`src/rtl/keccak_block_padder.sv`:
```
// Keccak front end: packs 64-bit message words into one rate-sized block, applies
// SHA-3/SHAKE multi-rate padding and offers the block to the permutation stage.
module keccak_block_padder #(
    parameter int MAX_WORDS = 21,
    parameter int CNT_W     = 5
) (
    input  logic                   clk,
    input  logic                   rst_n,
    input  logic [1:0]             mode,
    input  logic [63:0]            in,
    input  logic                   in_valid,
    input  logic                   is_last,
    input  logic [2:0]             byte_num,
    output logic                   in_ready,
    output logic [MAX_WORDS*64-1:0] out,
    output logic                   out_valid,
    output logic                   out_last,
    input  logic                   out_ready
);

    typedef enum logic {ACCEPT, FULL} state_t;

    state_t           state_reg, state_next;
    logic [CNT_W-1:0] cnt_reg, cnt_next;
    logic             out_last_reg, out_last_next;
    logic [CNT_W-1:0] rate_m1;
    logic [63:0]      padded_word;
    logic             accept_fire;
    logic             out_fire;

    // Index of the final word of the block for the selected rate.
    function automatic logic [CNT_W-1:0] rate_last(input logic [1:0] m);
        logic [CNT_W-1:0] r;
        case (m)
            2'b00:   r = CNT_W'(20);
            2'b01:   r = CNT_W'(16);
            2'b10:   r = CNT_W'(16);
            default: r = CNT_W'(8);
        endcase
        return r;
    endfunction

    // Keep the valid leading bytes, put the domain byte right after them, clear the rest.
    function automatic logic [63:0] padder1(input logic [63:0] w, input logic [2:0] n,
                                            input logic [1:0] m);
        logic [63:0] r;
        logic [7:0]  dom;
        int          nb;
        r   = '0;
        dom = m[1] ? 8'h06 : 8'h1f;
        nb  = int'(n);
        for (int j = 0; j < 8; j++) begin
            if (j < nb)
                r[63-8*j -: 8] = w[63-8*j -: 8];
            else if (j == nb)
                r[63-8*j -: 8] = dom;
        end
        return r;
    endfunction

    assign rate_m1     = rate_last(mode);
    assign padded_word = padder1(in, byte_num, mode);
    assign accept_fire = (state_reg == ACCEPT) && in_valid;
    assign out_fire    = (state_reg == FULL) && out_ready;

    always_ff @(posedge clk or negedge rst_n) begin
        if (!rst_n) begin
            state_reg    <= ACCEPT;
            cnt_reg      <= '0;
            out_last_reg <= 1'b0;
        end else begin
            state_reg    <= state_next;
            cnt_reg      <= cnt_next;
            out_last_reg <= out_last_next;
        end
    end

    always_comb begin
        state_next    = state_reg;
        cnt_next      = cnt_reg;
        out_last_next = out_last_reg;
        in_ready      = 1'b0;
        out_valid     = 1'b0;
        case (state_reg)
            ACCEPT: begin
                in_ready = 1'b1;
                if (in_valid) begin
                    if (is_last) begin
                        cnt_next      = '0;
                        out_last_next = 1'b1;
                        state_next    = FULL;
                    end else if (cnt_reg >= rate_m1) begin
                        cnt_next      = '0;
                        out_last_next = 1'b0;
                        state_next    = FULL;
                    end else begin
                        cnt_next = cnt_reg + 1'b1;
                    end
                end
            end
            FULL: begin
                out_valid = 1'b1;
                if (out_ready)
                    state_next = ACCEPT;
            end
            default: state_next = ACCEPT;
        endcase
    end

    assign out_last = out_last_reg;

    // One register per block word; the 0x80 OR is applied after the data write so
    // that a last word landing in the final slot gets both the domain byte and the bit.
    for (genvar gi = 0; gi < MAX_WORDS; gi++) begin : g_word
        logic [63:0] word_reg, word_next;

        always_comb begin
            word_next = word_reg;
            if (out_fire) begin
                word_next = '0;
            end else if (accept_fire) begin
                if (cnt_reg == CNT_W'(gi))
                    word_next = is_last ? padded_word : in;
                if (is_last && (rate_m1 == CNT_W'(gi)))
                    word_next[7:0] = word_next[7:0] | 8'h80;
            end
        end

        always_ff @(posedge clk or negedge rst_n) begin
            if (!rst_n)
                word_reg <= '0;
            else
                word_reg <= word_next;
        end

        assign out[MAX_WORDS*64-1-64*gi -: 64] = word_reg;
    end

endmodule

```
`config.mk`:
```
export PLATFORM = sky130hd
export DESIGN_NAME = keccak_block_padder
export DESIGN_NICKNAME = d
export VERILOG_FILES = /design/src/rtl/keccak_block_padder.sv
export SDC_FILE = /design/constraint.sdc
export NUM_CORES = 2
export LEC_CHECK = 0
export ABC_CLOCK_PERIOD_IN_PS = 4000
export BUFFER_PORTS_ARGS = -buffer_cell sky130_fd_sc_hd__buf_2
export CAP_MARGIN = 0
export CELL_PAD_IN_SITES_DETAIL_PLACEMENT = 1
export CELL_PAD_IN_SITES_GLOBAL_PLACEMENT = 1
export CORE_AREA = 8 8 554 556
export DETAILED_ROUTE_END_ITERATION = 10
export DIE_AREA = 0 0 562 564
export PLACE_DENSITY = 0.44
export SKIP_CTS_REPAIR_TIMING = 1
export SYNTH_ARGS = -nofsm -noshare
export SYNTH_HDL_FRONTEND = slang
export SYNTH_SLANG_ARGS = --single-unit
```
`constraint.sdc`:
```
create_clock -name clk -period 4 [get_ports clk]
set_input_delay 0.6 -clock clk [delete_from_list [all_inputs] [get_ports clk]]
set_output_delay 0.6 -clock clk [all_outputs]
set_load 0.005 [all_outputs]
```
# [Word level (Yosys, flattened, before mapping)]
# Cells that the tools add are included.
[totals] reg_bits=1351 wordCells=354
[op_classes] addsub=1 magnitude_cmp=8 eq_ne=49 n_mux=113 bitwise_logic=1 n_reduce_logical=116
[ops] cell="$mux 64" n=64
[ops] cell="$mux 8" n=28
[ops] cell="$reduce_and 2->1" n=43
[ops] cell="$eq 5x4->1 const B" n=16
[ops] cell="$reduce_bool 3->1" n=21
[ops] cell="$mux 5" n=11
[ops] cell="$eq 5x5->1 const B" n=10
[ops] cell="$reduce_bool 2->1" n=23
[ops] cell="$eq 5x3->1 const B" n=8
[ops] cell="$logic_and 1x1->1" n=23
[ops] cell="$eq 5x2->1 const B" n=4
[ops] cell="$eq 3x3->1 const A" n=4
[ops] cell="$eq 5x1->1 const B" n=2
[ops] cell="$logic_not 5->1" n=2
[ops] cell="$pmux 5 s2" n=1
[ops] cell="$lt 3x3->1 const A" n=3
[ops] cell="$mux 1" n=8
[ops] cell="$eq 2x3->1 const A" n=2
[ops] cell="$lt 1x3->1 const A" n=2
[ops] cell="$lt 2x3->1 const A" n=2
[ops] cell="$add 5x1->5 const B" n=1
[ops] cell="$ge 5x5->1" n=1
[ops] cell="$eq 1x3->1 const A" n=1
[ops] cell="$logic_not 3->1" n=1
[ops] cell="other kinds (7)" n=7

# [Depth between registers and ports, before layout]
[logic_depth] ltp_word=8 ltp_mapped=10 depth_no_buf=7

# [Least setup slack after synthesis]
# No wires, ideal clock.
[synth_path] kind="input port to flip-flop" start="in in_valid" end="reg g_word[6].word_reg[43]" setup_time_ns=0.125 arrival_ns=1.978 required_time_ns=3.875 slack_ns=1.897 cell_stages=7 n_path_buf=3 path_cell_list="clkbuf_2 > nor3b_4 > nand3_2 > nand2_1 > buf_4 > buf_6 > mux2_2"
[synth_via] elab_chain_cells=3
[synth_lines] element="from (decl)" line_no="11" text="input logic in_valid,"
[synth_lines] element="$logic_and 1x1->1" line_no="63" text="assign accept_fire = (state_reg == ACCEPT) && in_valid;"
[synth_lines] element="$reduce_bool 2->1 (no line)"
[synth_lines] element="$reduce_and 2->1 (no line)"
[synth_lines] element="to (signal assigned)" line_no="133" text="word_reg <= word_next;"
[synth_lines] element="to (decl)" line_no="115" text="logic [63:0] word_reg, word_next;"
# No other way between the ends.
# A chain may end at the register's enable or synchronous reset.

# [Worst setup path after layout]
[layout_path] start="reg state_reg" end="reg g_word[7].word_reg[29]"
[layout_via] elab_chain_cells=4 word_cells_on_any_way=7 classes_between="1 x mux; 1 x bitwise; 5 x reduce/logical"
[layout_lines] element="from (decl)" line_no="23" text="state_t state_reg, state_next;"
[layout_lines] element="from (signal assigned)" line_no="72" text="state_reg <= state_next;"
[layout_lines] element="$not 1->1 (no line)"
[layout_lines] element="$logic_and 1x1->1" line_no="63"
[layout_lines] element="$reduce_bool 2->1 (no line)"
[layout_lines] element="$reduce_and 2->1 (no line)"
[layout_lines] element="to (signal assigned)" line_no="133"
[layout_lines] element="to (decl)" line_no="115"
# Several ways; a longest one is shown, not always the timed one.

==> flow_summary.json <==
{
  "wire_per_inst_um": 31.0,
  "power_frac_seq": 0.403,
  "pwr_density_cell_nw_per_um2": 730,
  "finClkSkew_ns": 0.0423,
  "drc": 0,
  "via_per_inst": 4.12,
  "leakage_nw": 33.8,
  "cts_buffer_depth": 4,
  "die_x_um": 562,
  "clkSinkCount": 1351,
  "fp-row-count": 201,
  "yosys_warnings": 0,
  "pwr-share-comb": 0.281,
  "setup.worst_path.start_class": "flip-flop",
  "die_height_um": 564,
  "cts_tree": "yes",
  "first_global_vias": 42693,
  "period_share": 0.776,
  "synth.avg_cell_area_um2": 11.7,
  "yosys.cell_types.count": 68,
  "ys_async_sr_fraction": 1.00,
  "syn_nets": 4424,
  "p_sw_w": 0.0179,
  "pwr-share-clk": 0.316,
  "overflow": 0,
  "p_int_w": 0.0327,
  "max-cap-violations": 0,
  "cts.htree.levels": 4,
  "relSlewSlack": 0.202,
  "final_nets": 5822,
  "ios": 1421,
  "antenna_found_initial": 86,
  "ys_seq_area_frac": 0.666,
  "synth-edff-count": 0,
  "coreArea_um2": 298000,
  "dr.pass1.iters": 5,
  "fin_crit_ns": 3.11,
  "hold_viol_final": 0,
  "start_util": 0.170,
  "crit_type": "reg2reg",
  "place_area_um2": 63400,
  "design_area_um2": 69300,
  "clkLatencyLatePin_ns": 0.85,
  "syn_inst": 4340,
  "clockRootBuffer": "clkbuf_16",
  "hp-class": "in2reg",
  "ir_worst_vdd_mv": 0.346,
  "clkTransAtPathRegs_ns": 0.06,
  "synth_area_leaders": "dfrtp_1 (67%), o21ai_0 (9.1%), mux2_2 (7.7%)",
  "endpoint_kind": "flip-flop",
  "crit_arrival_ns": 3.77,
  "vias": 40645,
  "fmax_mhz": 322,
  "numPortBuffers": 1420,
  "ys.flop_type": "dfrtp_1",
  "grt_max_degree": 156,
  "critPathRequiredTime_ns": 4.67,
  "critPathMaxFanout": 56,
  "nFillCells": 34080,
  "drtIter0Drc": 2516,
  "synth_top_area_cell": "dfrtp_1",
  "wl_mm": 306,
  "ant_nets": 0,
  "drv_slew": 0,
  "synth_area_um2": 50700,
  "die_area_um2": 317000,
  "gp_congestion": 0.778,
  "synth_top_area_frac": 0.666,
  "ys_ff_latch": 1351,
  "status": "completed",
  "worst_pin_slew_ns": 1.19,
  "grt_pass1_wl_mm": 408,
  "final.setup.tns_ns": 0,
  "finalSetupViolCount": 0,
  "largest_reg_flops": 1344,
  "final_layout_size_suffix_gt1_frac": 0.397,
  "hpwl_mm": 224,
  "cts_buffers": 172,
  "area_growth_pct": 36.6,
  "swShare": 0.353,
  "grt_use_total": 0.186,
  "rsz0062_at_grt": "false"
}
-- Yosys cell counts, types with 4 or more instances --
cell type / number
nor2_1: 50
dfrtp_1: 1351
mux2_1: 8
buf_4: 30
inv_1: 21
clkbuf_2: 4
a21o_1: 10
buf_1: 10
and3_1: 9
a31oi_4: 5
mux2_4: 6
a21oi_2: 5
buf_2: 116
o21ai_1: 42
nand2_1: 660
buf_6: 21
clkbuf_1: 199
ha_1: 10
nor2b_1: 8
o21ai_0: 920
nand3_1: 335
nand2b_1: 8
mux2_2: 346
a21oi_1: 54
and2_1: 18
o21ai_2: 5
o21a_1: 12
mux2i_1: 12
-- worst paths after layout --
| check | startpoint | endpoint | slack (ns) | cells after the start |
|---|---|---|---|---|
| max reg2reg | state_reg | g_word[7].word_reg[29] | 0.89 | 5 |
| min reg2reg | g_word[7].word_reg[54] | g_word[7].word_reg[54] | 0.47 | 2 |
| max | state_reg | g_word[7].word_reg[29] | 0.89 | 5 |
| max in group asynchronous | rst_n | g_word[19].word_reg[31] | 2.18 | 4 |
| min | in[28] | g_word[4].word_reg[28] | 0.16 | 3 |
| min in group asynchronous | rst_n | g_word[20].word_reg[5] | 0.29 | 2 |
-- critical path, stage by stage, from the launching register on --
cell     delay (ns)
dfrtp_1        0.62
and2_4         0.41
buf_4          0.32
a31oi_4        0.63
buf_4          0.66
o21ai_0        0.20
-- cells in the final DEF (no fill, tap or decap), types with 12 or more instances in the layout --
master / netlist / routed
clkinv_2: 0 / 18
clkbuf_16: 0 / 176
nand2_1: 660 / 639
o21ai_1: 42 / 30
a21oi_4: 2 / 14
mux2i_1: 12 / 12
diode_2: 0 / 40
a21oi_1: 54 / 44
nand3_1: 335 / 331
nand2_2: 3 / 15
clkbuf_1: 199 / 40
nor2_1: 50 / 49
o21ai_4: 0 / 18
buf_2: 116 / 1419
mux2_2: 346 / 346
buf_12: 0 / 44
clkbuf_8: 0 / 48
o21ai_0: 920 / 915
dfrtp_1: 1351 / 1351
inv_1: 21 / 21
buf_4: 30 / 140
and2_1: 18 / 16
-- metal layers --
metal / vias up / wire length (µm) / global-route usage
met1: 21036 / 127000 / 0.231
met4: 46 / 7250 / 0.0423
met5: - / 304 / 0
met2: 1491 / 146000 / 0.313
li1: 17702 / - / -
met3: 370 / 26200 / 0.0640
-- power groups by stage --
| stage | combinational, W | sequential, W | clock [W] |
|---|---|---|---|
| after CTS | 0.0147 | 0.0204 | 0.0166 |
| after floorplan | 0.00450 | 0.0205 | 0 |
| after detailed placement | 0.0147 | 0.0206 | 0 |
| final | 0.0142 | 0.0204 | 0.0160 |
| after global placement | 0.0145 | 0.0204 | 0 |
| after global routing | 0.0156 | 0.0209 | 0.0171 |
-- final cells by class --
cell class,instances,area [µm²],share of cell area
clock buffers,264,5220,0.0753
flip-flops and latches,1351,33800,0.488
multi-input cells,2587,15500,0.224
well taps,3958,4950,0.0715
diodes,40,100,0.00144
clock inverters,42,553,0.00798
inverters,21,78.8,0.00114
repair buffers,1605,9050,0.131
-- kinds of logic (layout without fill, tap and decap cells) --
group,count (synthesis),after routing,share of synthesized area
fa+ha+maj,10,10,0.00247
simple gates,1124,1124,0.0974
compound gates,1078,1078,0.112
mux,372,372,0.0827
xor+xnor,3,3,0.000518
other cells,0,40,0
flops,1351,1351,0.666
buf+inv,402,1932,0.0383
-- per-stage QoR --
step	total power [W]	setup slack (ns)	cells	utilization	hold slack (ns)
4_1_cts	0.0517	0.725	9826	0.232	-0.295
2_1_floorplan	0.0250	1.90	4340	-	0.304
5_1_grt	0.0536	0.655	9831	0.232	0.111
6_report	0.0506	0.894	9868	0.232	0.156
3_3_place_gp	0.0350	0.681	9520	0.213	0.455
3_5_place_dp	0.0353	0.661	9520	0.213	0.465
(Power assumes the default switching activity.)
